`config.mk`:
```
export PLATFORM = sky130hd
export DESIGN_NAME = rr_mux_arbiter
export DESIGN_NICKNAME = d
export VERILOG_FILES = /design/src/rtl/rr_arb_pkg.sv /design/src/rtl/mux2_w.sv /design/src/rtl/rr_mux_arbiter.sv
export SDC_FILE = /design/constraint.sdc
export NUM_CORES = 1
export LEC_CHECK = 0
export CAP_MARGIN = 25
export CORE_UTILIZATION = 33
export CTS_CLUSTER_SIZE = 10
export DETAILED_ROUTE_END_ITERATION = 10
export PLACE_DENSITY = 0.72
export SKIP_CTS_REPAIR_TIMING = 1
export SLEW_MARGIN = 40
export SYNTH_ARGS = -nofsm -noshare
export SYNTH_HDL_FRONTEND = slang
export SYNTH_SLANG_ARGS = --single-unit
```
`constraint.sdc`:
```
create_clock -name clk -period 1.6 [get_ports clk]
set_input_delay 0.24 -clock clk [delete_from_list [all_inputs] [get_ports clk]]
set_output_delay 0.24 -clock clk [all_outputs]
set_load 0.01 [all_outputs]
```
`src/rtl/rr_arb_pkg.sv`:
```
// Shared types for the two-requester round-robin packet arbiter.
package rr_arb_pkg;

    typedef enum logic [1:0] {
        IDLE   = 2'd0,
        GRANT0 = 2'd1,
        GRANT1 = 2'd2
    } arb_state_t;

    // Mux select: 0 picks requester 0, 1 picks requester 1.
    typedef logic sel_t;

endpackage

```
`src/rtl/mux2_w.sv`:
```
// Plain W-bit 2:1 mux; the arbiter carries {last, data} through it.
module mux2_w
    import rr_arb_pkg::*;
#(
    parameter int W = 9
) (
    input  sel_t         sel,
    input  logic [W-1:0] a,
    input  logic [W-1:0] b,
    output logic [W-1:0] y
);

    assign y = sel ? b : a;

endmodule

```
`src/rtl/rr_mux_arbiter.sv`:
```
// Two-requester round-robin packet arbiter driving a shared output stream.
// A grant is held for a whole packet; the data path is combinational once granted.
module rr_mux_arbiter
    import rr_arb_pkg::*;
#(
    parameter int WIDTH   = 8,
    parameter int MAX_PKT = 16
) (
    input  logic             clk,
    input  logic             rst,
    input  logic             in0_valid,
    input  logic [WIDTH-1:0] in0_data,
    input  logic             in0_last,
    output logic             in0_ready,
    input  logic             in1_valid,
    input  logic [WIDTH-1:0] in1_data,
    input  logic             in1_last,
    output logic             in1_ready,
    output logic             out_valid,
    output logic [WIDTH-1:0] out_data,
    output logic             out_last,
    input  logic             out_ready,
    output sel_t             sel,
    output logic             busy,
    output logic             pkt_err,
    output arb_state_t       state_dbg
);

    // Handshake: a beat moves when valid & ready are both high on a rising edge.
    // valid must not wait on ready; the granted ready is simply out_ready.

    localparam int CW = $clog2(MAX_PKT + 1);
    localparam logic [CW-1:0] CNT_LAST = CW'(MAX_PKT - 1);

    arb_state_t      state, state_next;
    sel_t            sel_next;
    logic            prio;
    logic [CW-1:0]   beat_cnt;

    logic            granted;
    logic            g1;
    logic            cur_valid;
    logic            cur_last;
    logic            other_valid;
    logic            accept;
    logic            forced;
    logic            release_pkt;
    logic [WIDTH:0]  mux_y;

    mux2_w #(.W(WIDTH + 1)) u_mux (
        .sel (sel),
        .a   ({in0_last, in0_data}),
        .b   ({in1_last, in1_data}),
        .y   (mux_y)
    );

    assign granted     = (state != IDLE);
    assign g1          = (state == GRANT1);
    assign cur_valid   = g1 ? in1_valid : in0_valid;
    assign cur_last    = g1 ? in1_last  : in0_last;
    assign other_valid = g1 ? in0_valid : in1_valid;

    assign accept      = granted & cur_valid & out_ready;
    assign forced      = (beat_cnt == CNT_LAST);
    assign release_pkt = accept & (cur_last | forced);

    assign out_valid = granted & cur_valid;
    assign out_data  = mux_y[WIDTH-1:0];
    assign out_last  = mux_y[WIDTH];
    assign in0_ready = (state == GRANT0) & out_ready;
    assign in1_ready = (state == GRANT1) & out_ready;
    assign busy      = granted;
    assign state_dbg = state;

    always_comb begin
        state_next = state;
        sel_next   = sel;
        case (state)
            IDLE: begin
                if (in0_valid && in1_valid) begin
                    state_next = prio ? GRANT1 : GRANT0;
                    sel_next   = prio;
                end else if (in0_valid) begin
                    state_next = GRANT0;
                    sel_next   = 1'b0;
                end else if (in1_valid) begin
                    state_next = GRANT1;
                    sel_next   = 1'b1;
                end
            end
            GRANT0: begin
                if (release_pkt) begin
                    if (other_valid) begin
                        state_next = GRANT1;
                        sel_next   = 1'b1;
                    end else begin
                        state_next = IDLE;
                    end
                end
            end
            GRANT1: begin
                if (release_pkt) begin
                    if (other_valid) begin
                        state_next = GRANT0;
                        sel_next   = 1'b0;
                    end else begin
                        state_next = IDLE;
                    end
                end
            end
            default: begin
                state_next = IDLE;
                sel_next   = 1'b0;
            end
        endcase
    end

    // Reset discards any packet in flight; no replay state is kept.
    always_ff @(posedge clk) begin
        if (rst) begin
            state    <= IDLE;
            sel      <= 1'b0;
            prio     <= 1'b0;
            beat_cnt <= '0;
            pkt_err  <= 1'b0;
        end else begin
            state   <= state_next;
            sel     <= sel_next;
            pkt_err <= accept & forced & ~cur_last;
            if (release_pkt) begin
                prio     <= ~g1;
                beat_cnt <= '0;
            end else if (accept) begin
                beat_cnt <= beat_cnt + 1'b1;
            end
        end
    end

endmodule
```
---- Word level (Yosys, flattened, before mapping) ----
Cells that the tools add are included.
storage, ports and cells
  register bits after elaboration ......... 10
  input bits .............................. 23
  output and inout port bits .............. 17
  logic and storage cells ................. 51
operators by class
  add/sub/neg operators ................... 1
  equality and inequality tests ........... 8
  muxes and demuxes ....................... 21
  bitwise operators ....................... 10
  reductions and logical operators ........ 6
operators by type and width
  cell                   number
  $mux W2                7
  $mux W1                11
  $mux W9                1
  $and A1 B1 Y1          7
  $pmux W2 S3            1
  $add A5 B1 Y5 const B  1
  $eq A5 B4 Y1 const B   1
  $reduce_and A5 Y1      1
  $ne A2 B1 Y1 const B   2
  $ne A2 B2 Y1 const B   2
  $ne A4 B4 Y1 const B   1
  $pmux W1 S3            1
  $reduce_and A3 Y1      1
  $eq A2 B1 Y1 const B   1
  $eq A2 B2 Y1 const B   1
  $logic_not A2 Y1       1
  $not A1 Y1             2
  $reduce_bool A2 Y1     1
  $reduce_or A2 Y1       1
  $logic_and A1 B1 Y1    1
  $or A1 B1 Y1           1

---- Longest topological paths before layout ----
Gate-level depths: netlist of the first run.
  word-level depth ........................ 7
  mapped depth ............................ 7
  gate-level depth less buffers ........... 7

---- Hierarchy ----
From an unflattened synthesis of the first run, not the netlist that was laid out.
unflattened totals
  cell total of the unflattened synthesis .. 78
  area, all modules ....................... 763.2 um^2
modules (own cells, without submodules)
  module          times used  cells each  area each (um^2)  sequential area each (um^2)
  rr_mux_arbiter  1           68          616.8             200.2
  mux2_w          1           10          146.4             0.0

---- Least setup slack after synthesis of the first run ----
Ideal clock, no wire load.
  kind .................................... register to register
  start point ............................. register beat_cnt[0]
  end point ............................... register beat_cnt[4]
  library setup time ...................... 0.103 ns
  arrival ................................. 1.529 ns
  required time ........................... 1.497 ns
  slack ................................... -0.032 ns
  cell stages (with the launch flop) ...... 8
  path through ............................ dfxtp_1 -> ha_1 -> and3_1 -> ha_1 -> nor2_1 -> mux2_2 -> nor2_2 -> a2111oi_2
between the ends
  cells in the longest elaborated chain, start to end .. 4
  elaborated cells on any way between the ends .. 5
  those cells by class .................... add/sub (1); eq/ne (1); bitwise (2); reduce/logical (1)
RTL lines
  what                        line                   RTL
  start: declaration          rr_mux_arbiter.sv:38   logic [CW-1:0] beat_cnt;
  start signal: assignment    rr_mux_arbiter.sv:134  beat_cnt <= beat_cnt + 1'b1;
  $eq A5 B4 Y1                rr_mux_arbiter.sv:64   assign forced = (beat_cnt == CNT_LAST);
  $or A1 B1 Y1                rr_mux_arbiter.sv:65   assign release_pkt = accept & (cur_last | forced);
  $and A1 B1 Y1               rr_mux_arbiter.sv:65
  $reduce_or A2 Y1 (no line)  n/a
Several ways; a longest one is shown, not always the timed one.
A chain may end at the register's enable or synchronous reset.

---- Worst setup path after layout of the first run ----
Ends and elaborated chain as after synthesis.

==> flow_results.org, run 1 <==
** Setup path
- The startpoint identified for the worst register-to-register timing path is beat_cnt[0].
- The critical path in this run is classified as flop to flop.
- Arrival time of the worst setup path :: approximately 1.8 ns
- Worst path required time :: between 1.5 and 2 ns
- STA classifies the critical path endpoint as a flop.
- Category of the worst setup path launch point :: flop
- Measured in cells, the most critical reg-to-reg path has a length of 8.
- Endpoint of the most critical register-to-register path :: beat_cnt[4]
- The worst register-to-register path has a setup slack of -0.06 ns.
- Along the worst path, the maximum fanout reaches 4.

** Synth
- Post-synthesis net count :: slightly above 100
- Post-synth cell types :: 37
- Async SR Flop Fraction :: 0%
- Basic-gate share of the synthesized area counting and, or, nand and nor cells :: between 20% and 30%
- Area share of the leading cell type in the synthesized netlist :: 28.62%
- Largest family of logic cells by synthesized area :: simple AND/OR/NAND/NOR gates
- Yosys attributes the largest share of cell area to dfxtp_1 (29%), mux2_2 (18%), ha_1 (3.6%).
- Count of flip-flops with a built-in enable after synthesis :: 0
- In this run, synthesis produced a sequential element count of 10.
- Xor/xnor cell area share of the yosys netlist :: under 10%
- The biggest area contributor in the post-synthesis netlist is dfxtp_1.
- mux2_2 is the most common cell in the netlist.
- Most frequent cells after synthesis :: mux2_2 (11), dfxtp_1 (10), nor2_1 (6)
- The mapped netlist covers between 600 and 700 µm².
- After synthesis, the share of cell area in mux cells is 20.57%.
- Summing the sequential cell areas from Yosys gives 28.62% of the chip area.
- During synthesis, Yosys emitted a total of 0 warnings.
- Of the total synthesized cell area, the portion taken by full adders, half adders and majority gates is roughly 3.6%.
- The average instance in the mapped netlist occupies 8.967 µm².
- For this run, the leading register cell type out of synthesis is dfxtp_1.
- Synthesis produced a little under 80 cells.
- The synthesized netlist devotes between 10% and 20% of its cell area to compound gates.

** Floorplan
- Floorplan core area :: ~0.002 mm²
- The die covers around 0.0023 mm².
- Measured along the y axis, the die boundary spans 48.04 µm.
- Starting density of the core :: between 30% and 40%
- I/O pins :: 40
- The floorplan has 16 rows.
- Measured along the x axis, the die boundary spans 48.04 µm.

** STA
- RSZ-0062 raised after global routing :: true
- Slew Viols, Final :: 0
- Setup tns final :: -0.2842 ns
- Clock skew on the completed layout was measured at ~0.0044 ns.
- Fmax :: ~0.6 GHz
- Setup slack on the critical path of the routed design comes to -0.06488 ns.
- Final Hold Viols :: 0
- Max-slew headroom at the worst pin :: 69.03%
- Setup violations remaining at the end of the flow were counted as 5.
- Period utilisation layout :: 104.1%
- Subtracting the final worst setup slack from the clock period gives around 1.7 ns.
- For the pin with the worst max-slew slack, the measured transition is 0.4632 ns.

** Worst hold path
- HP Class :: flop to flop
- Along the worst hold path, the cell count comes to 2.
- In this run the most critical hold path is launched from beat_cnt[3].
- The worst hold path terminates at beat_cnt[3].

** Routing
- The detailed router put a total of a little under 1 mm of wire on met1.
- Via count normalized by instance count :: around 5.0
- Via count :: ~800
- Summed over all nets, wire length on met2 after detailed routing comes to around 1.1 mm.
- After detailed routing, the number of remaining DRC violations is 0.
- Detailed routing placed a total of a little over 70 µm of wire on met3.
- Average wire per cell in the routed design :: ~14 µm
- Count of routing violations after the opening detailed-route iteration :: 13
- Once detail routing completed, the nets flagged for antenna violations numbered 0.
- Drt total wl :: 2.206 mm
- After detailed routing, no signal wire sits above met4.
- DRT Pass-1 Iters :: 4

** Placed design
- RD Place Congestion :: about 0.8
- Post-placement cell count :: about 150
- The HPWL after detailed placement is approximately 1.5 mm.
- Port bufs :: 39

** Clock network
- CTS Root Buffer Type :: clkbuf_4
- Worst-Skew Late Latency :: roughly 0.27 ns
- In this run the number of H-tree levels came out at 1.
- The number of clock buffers added by TritonCTS is 3.
- Clock-pin slew on the worst setup and hold paths :: around 0.070 ns
- In this run the deepest clock path goes through 2 buffers.
- TritonCTS built the clock tree.
- Number of sinks driven by the clock tree :: 10

** Global routing
- Via count of the first global-routing pass :: 663
- The initial antenna violation count was 0.
- Global-route usage over all layers :: between 10% and 20%
- Residual overflow from global routing :: 0
- The first global-routing pass estimated 2.911 mm of wire.
- Entering global routing, the biggest net connects 11 pins.

** Pwr
- Power share of the combinational group :: a little over two fifths
- Fraction of power consumed by the clock network :: between 20 and 30%
- Sequential cells account for around 31% of the total power.
- Cell-internal power :: ~640 µW
- For this design the ratio of total power to cell area is around 640 mW/mm².
- Net switching is between 20 and 30% of the power.
- Cell leakage power :: between 0.6 and 0.7 nW
- The worst-case IR drop observed on VDD is ~660 µV.
- Switching power summed over all nets :: 260.6 µW

** Finish
- Final core utilization :: 71.28%
- Area of combinational cells with multiple inputs :: between 500 and 600 µm²
- Area growth from synthesis to layout :: 102.0%
- Cells with a size suffix above 1 make up a little over a third of the layout.
- Sequential standard cell area :: about 210 µm²
- The final layout contains 160 nets.
- For this run, the number of standard cells in the final layout without fillers is between 150 and 200.
- Number of fillers in the final layout :: 134
- Ant. Diodes :: 0

** Status
- The run finished, with violations left.
- The checks that failed: negative setup slack.

** Flow run
- Number of maximum-capacitance violations :: 0
[cell families (layout without fill, tap and decap cells)]
group,Yosys count,in the layout
AND/OR/NAND/NOR,27,27
adder cells (fa/ha/maj),2,2
flip-flops,10,10
multiplexers,13,13
buffers and inverters,7,63
XOR/XNOR,2,2
AO/OA/AOI/OAI,17,17
[per-stage QoR]
step / power [mW] / setup slack [ns] / area, µm² / hold WS [ns]
detailed placement: 0.6548 / -0.1871 / 1224 / 0.5055
global route: 0.9670 / -0.1438 / 1413 / 0.5370
CTS: 0.8867 / -0.2718 / 1260 / 0.5174
global placement: 0.6481 / -0.1518 / 1224 / 0.4802
finish: 0.9053 / -0.06488 / 1413 / 0.5199
floorplan: 0.4523 / 0.01646 / 705.7 / 0.4459
[per-layer routing]
metal / up-vias / track usage, %
li1: 403 / -
met1: 375 / 23.09
met2: 17 / 29.46
met3: 6 / 6.792
met4: 0 / 8.333
met5: - / 0
[state kept, by name, summed over array words and instances, names as in the netlist]
name	flops
beat_cnt	5
pkt_err	1
prio	1
state_dbg	2
sel	1
[power by group through the flow]
stage                     registers (mW)  clock network [mW]  logic [mW]
after floorplan                    0.290                   0       0.163
after global placement             0.283                   0       0.365
after detailed placement           0.284                   0       0.371
after CTS                          0.278               0.236       0.373
after global routing               0.285               0.258       0.424
final                              0.283               0.230       0.392
[final cells by class]
class                      count  share of cell area (%)
clock buffer                   4                   2.569
inverter                       2                  0.5314
multi-input combinational     61                   38.18
sequential                    10                   14.70
tap                           27                   2.392
timing repair buffer          57                   41.63
[worst max-delay path by stage]
| stage | start | to |
|---|---|---|
| floorplan | beat_cnt[0] | beat_cnt[4] |
| global placement | out_ready | state_dbg[0] |
| global route | beat_cnt[0] | beat_cnt[4] |
| CTS | sel | out_data[5] |
| finish | beat_cnt[0] | beat_cnt[4] |
| detailed placement | out_ready | state_dbg[0] |
[layout by cell type (no fill, tap or decap), types with 2 or more instances in the layout]
master | synthesis | layout
a21oi_1 | 4 | 4
a31oi_1 | 2 | 2
buf_12 | 0 | 2
buf_4 | 1 | 16
clkbuf_4 | 0 | 3
clkdlybuf4s50_1 | 0 | 24
dfxtp_1 | 10 | 6
dfxtp_2 | 0 | 3
dlymetal6s2s_1 | 0 | 15
ha_4 | 0 | 2
inv_1 | 2 | 2
mux2_2 | 11 | 10
nand2_1 | 3 | 3
nand3_1 | 2 | 2
nand4b_1 | 2 | 2
nor2_1 | 6 | 4
nor2_4 | 0 | 3
nor3_1 | 3 | 3
o21ai_0 | 3 | 3
[critical path, stage by stage, from the launching register on]
cell       delay (ns)
dfxtp_2          0.34
ha_4             0.16
and3_4           0.18
ha_4             0.17
nor2_4           0.09
mux2_4           0.19
nor2_4           0.06
buf_12           0.14
a2111oi_4        0.24
Power figures use the tool's default switching activity.
==> run 2: changes to the inputs <==
--- a/constraint.sdc
+++ b/constraint.sdc
@@ -3,2 +3,2 @@
 set_output_delay 0.24 -clock clk [all_outputs]
-set_load 0.01 [all_outputs]
+set_load 0.02 [all_outputs]
==> run 2 against run 1 <==
  * The flow still finishes with violations (negative setup slack)
  * Global-route usage shrank 0.40 points
  * Non-clock buffer count stayed put
  * Largest cell class unchanged
  * Clock skew is 0.0031 ns lower
==> flow_results.org, run 2 (synthesis gave the netlist of run 1 again) <==
** Finish
- The register cell area after layout was 203.9 µm² (was 207.7 µm²).
- The final design utilization is 71.59% (was 71.28%).
- Commonest non-fill, non-tap cell in the layout :: clkdlybuf4s50_1 (unchanged)
- Most frequent cells in the layout :: clkdlybuf4s50_1 (23), dlymetal6s2s_1 (16), buf_4 (16) (was clkdlybuf4s50_1 (24), buf_4 (16), dlymetal6s2s_1 (15))
- Area growth from synthesis to layout :: 102.9% (was 102.0%)
- Max FFs per register :: 5 (unchanged)
- Ant. Diodes :: 0 (unchanged)
- Final std cells w/o fill :: 161 (unchanged)
- Ratio of cells with drive above 1 in the final layout :: 37.31% (was 36.57%)
- # nets final :: 160 (unchanged)
- Area of combinational cells with multiple inputs :: 555.5 µm² (was 539.3 µm²)
- Number of fillers in the final layout :: 142 (was 134)
- Most flops, register :: beat_cnt (unchanged)
- Finished Cell Area :: 0.001419 mm² (was 0.001413 mm²)

** STA
- Fmax :: 0.6175 GHz (was 0.6006 GHz)
- Worst-case hold slack :: 0.5286 ns (was 0.5199 ns)
- The shortest clock period the worst path allows after layout came to 1.619 ns (was 1.665 ns).
- Slew Viols, Final :: 0 (unchanged)
- The final setup TNS came to -0.06111 ns (was -0.2842 ns).
- Worst slew pin tran :: 0.4757 ns (was 0.4632 ns)
- The final worst clock skew came to 0.001337 ns (was 0.004408 ns).
- Final Hold Viols :: 0 (unchanged)
- The fraction of the cycle the final worst path needs is 101.2% (was 104.1%).
- RSZ-0062 raised after global routing: true (unchanged).
- The headroom to the max-slew limit is 68.18% (was 69.03%).
- The final setup slack of the worst path came to -0.01933 ns (was -0.06488 ns).
- The setup-violating endpoint count in the final report was 5 (unchanged).

** Routing
- The number of detailed-route iterations in the first pass was 4 (unchanged).
- Length of routed met2 wiring :: 1.273 mm (was 1.123 mm)
- The routed metal-1 wirelength came to 1.000 mm (was 971 µm).
- The residual antenna-violating net count after detailed routing was 0 (unchanged).
- Via count normalized by instance count :: 5.012 (was 4.975)
- The number of vias after detailed routing came to 807 (was 801).
- Drt total wl :: 2.411 mm (was 2.206 mm)
- The per-cell routed wire length came to 14.98 µm (was 13.70 µm).
- Count of routing violations after the opening detailed-route iteration :: 14 (was 13)
- The top metal layer carrying routed signals is met4 (unchanged).
- Remaining routing DRC violations :: 0 (unchanged)
- WL met3 :: 106 µm (was 71 µm)

** Clock network
- The clock-pin slew on the worst setup and hold paths is 0.07 ns (about the same).
- TritonCTS buffer count :: 3 (unchanged)
- The number of H-tree branching levels was 1 (unchanged).
- CTS Root Buffer Type :: clkbuf_4 (unchanged)
- The insertion delay to the later sink of the worst-skew pair was 0.27 ns (about the same).
- Maximum count of clock buffers along a single path :: 2 (unchanged)
- The clock tree from TritonCTS is done (unchanged).
- The TritonCTS sink count is 10 (unchanged).

** Flow run
- The number of max-cap violations is 0 (unchanged).

** Global routing
- Via count of the first global-routing pass :: 675 (was 663)
- The pin count of the biggest net entering global routing was 11 (unchanged).
- Antenna violations before repair :: 0 (unchanged)
- Residual overflow from global routing :: 0 (unchanged)
- Global-route usage over all layers :: 18.43% (was 18.83%)
- First-pass GRT wire length :: 2.891 mm (was 2.911 mm)

** Pwr
- The net switching power figure was 307.9 µW (was 260.6 µW).
- Maximum ir drop on the vdd rail :: 612.3 µV (was 663.4 µV)
- Cell leakage power :: 0.6910 nW (was 0.6793 nW)
- The overall power is 962.0 µW (was 905.3 µW).
- Power share of the combinational group :: 46.3% (was 43.3%)
- The power per standard cell area came to 678.0 mW/mm² (was 640.9 mW/mm²).
- Fraction of power consumed by the clock network :: 24.5% (was 25.4%)
- The internal power of the cells is 654.1 µW (was 644.7 µW).
- Seq pwr share :: 29.2% (was 31.3%)
- Net switching share of the total power :: 32.01% (was 28.79%)

** Setup path
- The buffer and inverter count on the worst path was 0 (was 1).
- Maximum fanout along the worst path :: 6 (was 4)
- The critical path startpoint category is a flop (unchanged).
- The required time of the critical path was 1.75 ns (was 1.77 ns).
- The critical path's slowest cell is dfxtp_2 (unchanged).
- Worst Setup Path Type :: flop to flop (unchanged)
- The signal arrival time at the worst endpoint was 1.77 ns (was 1.84 ns).
- Critical Path, Cell by Cell: ha_4, and3_4, ha_4, nor2_4, mux2_4, nor2_4, a211oi_2 (was ha_4, and3_4, ha_4, nor2_4, mux2_4, nor2_4, buf_12, a2111oi_4).
- Largest stage delay, worst path :: 0.36 ns (was 0.34 ns)
- Nature of the critical path endpoint :: flop (unchanged)
- The cell class contributing the biggest share of worst-path delay was simple AND/OR/NAND/NOR gates (was flip-flops).

** Floorplan
- The effective utilization at floorplan came to 35.29% (unchanged).
- The area of the core is 0.001982 mm² (unchanged).
- Number of placement rows :: 16 (unchanged)
- Chip Width :: 48.04 µm (unchanged)
- Die Outline Area :: 0.002307 mm² (unchanged)
- Floorplan die height :: 48.04 µm (unchanged)
- The total I/O pin count was 40 (unchanged).

** Status
- Violated checks: negative setup slack (unchanged).
- Outcome: finished, violations left (unchanged).

** Placed design
- The weighted congestion at the end of routability-driven global placement was 0.8026 (was 0.7851).
- The number of placed cells counting well taps is 156 (was 154).
- The number of port buffers is 39 (unchanged).
- The half-perimeter wire length after placement came to 1.630 mm (was 1.522 mm).
- The cell area after placement was 0.001239 mm² (was 0.001224 mm²).
- The worst-case setup slack after placement is -0.2004 ns (was -0.1871 ns).

** Worst hold path
- The class of the worst hold path is flop to flop (unchanged).
==> run 2: tightest hold or removal path, cell delays in order, from the launching register on <==
cell,delay [ns]
dfxtp_1,0.33
o211ai_1,0.09
a21oi_1,0.06
==> run 2: path summary, 6_finish.rpt <==
kind                                  start    to  slack [ns]  cells after the start
worst max-delay path            beat_cnt[1]  prio       -0.02                      7
worst min-delay path                    sel   sel        0.53                      2
worst max register to register  beat_cnt[1]  prio       -0.02                      7
worst min register to register          sel   sel        0.53                      2
==> run 2: final cells by class <==
cell class	count	area share (%)
repair buffers	57	41.01
well taps	27	2.381
flip-flops and latches	10	14.37
multi-input cells	61	39.15
clock buffers	4	2.557
inverters	2	0.5291
==> run 2: metal layers <==
layer  up-vias  track usage, %
li1        406               -
met1       371           23.76
met2        25           29.73
met3         5           3.774
met4         0           7.778
met5         -               0
==> run 2: power groups by stage <==
stage	Clock, mW	Combinational, mW	Sequential [mW]
after detailed placement	0	0.416	0.284
final	0.236	0.445	0.281
after CTS	0.235	0.419	0.278
after global placement	0	0.411	0.284
after floorplan	0	0.191	0.297
after global routing	0.247	0.476	0.283
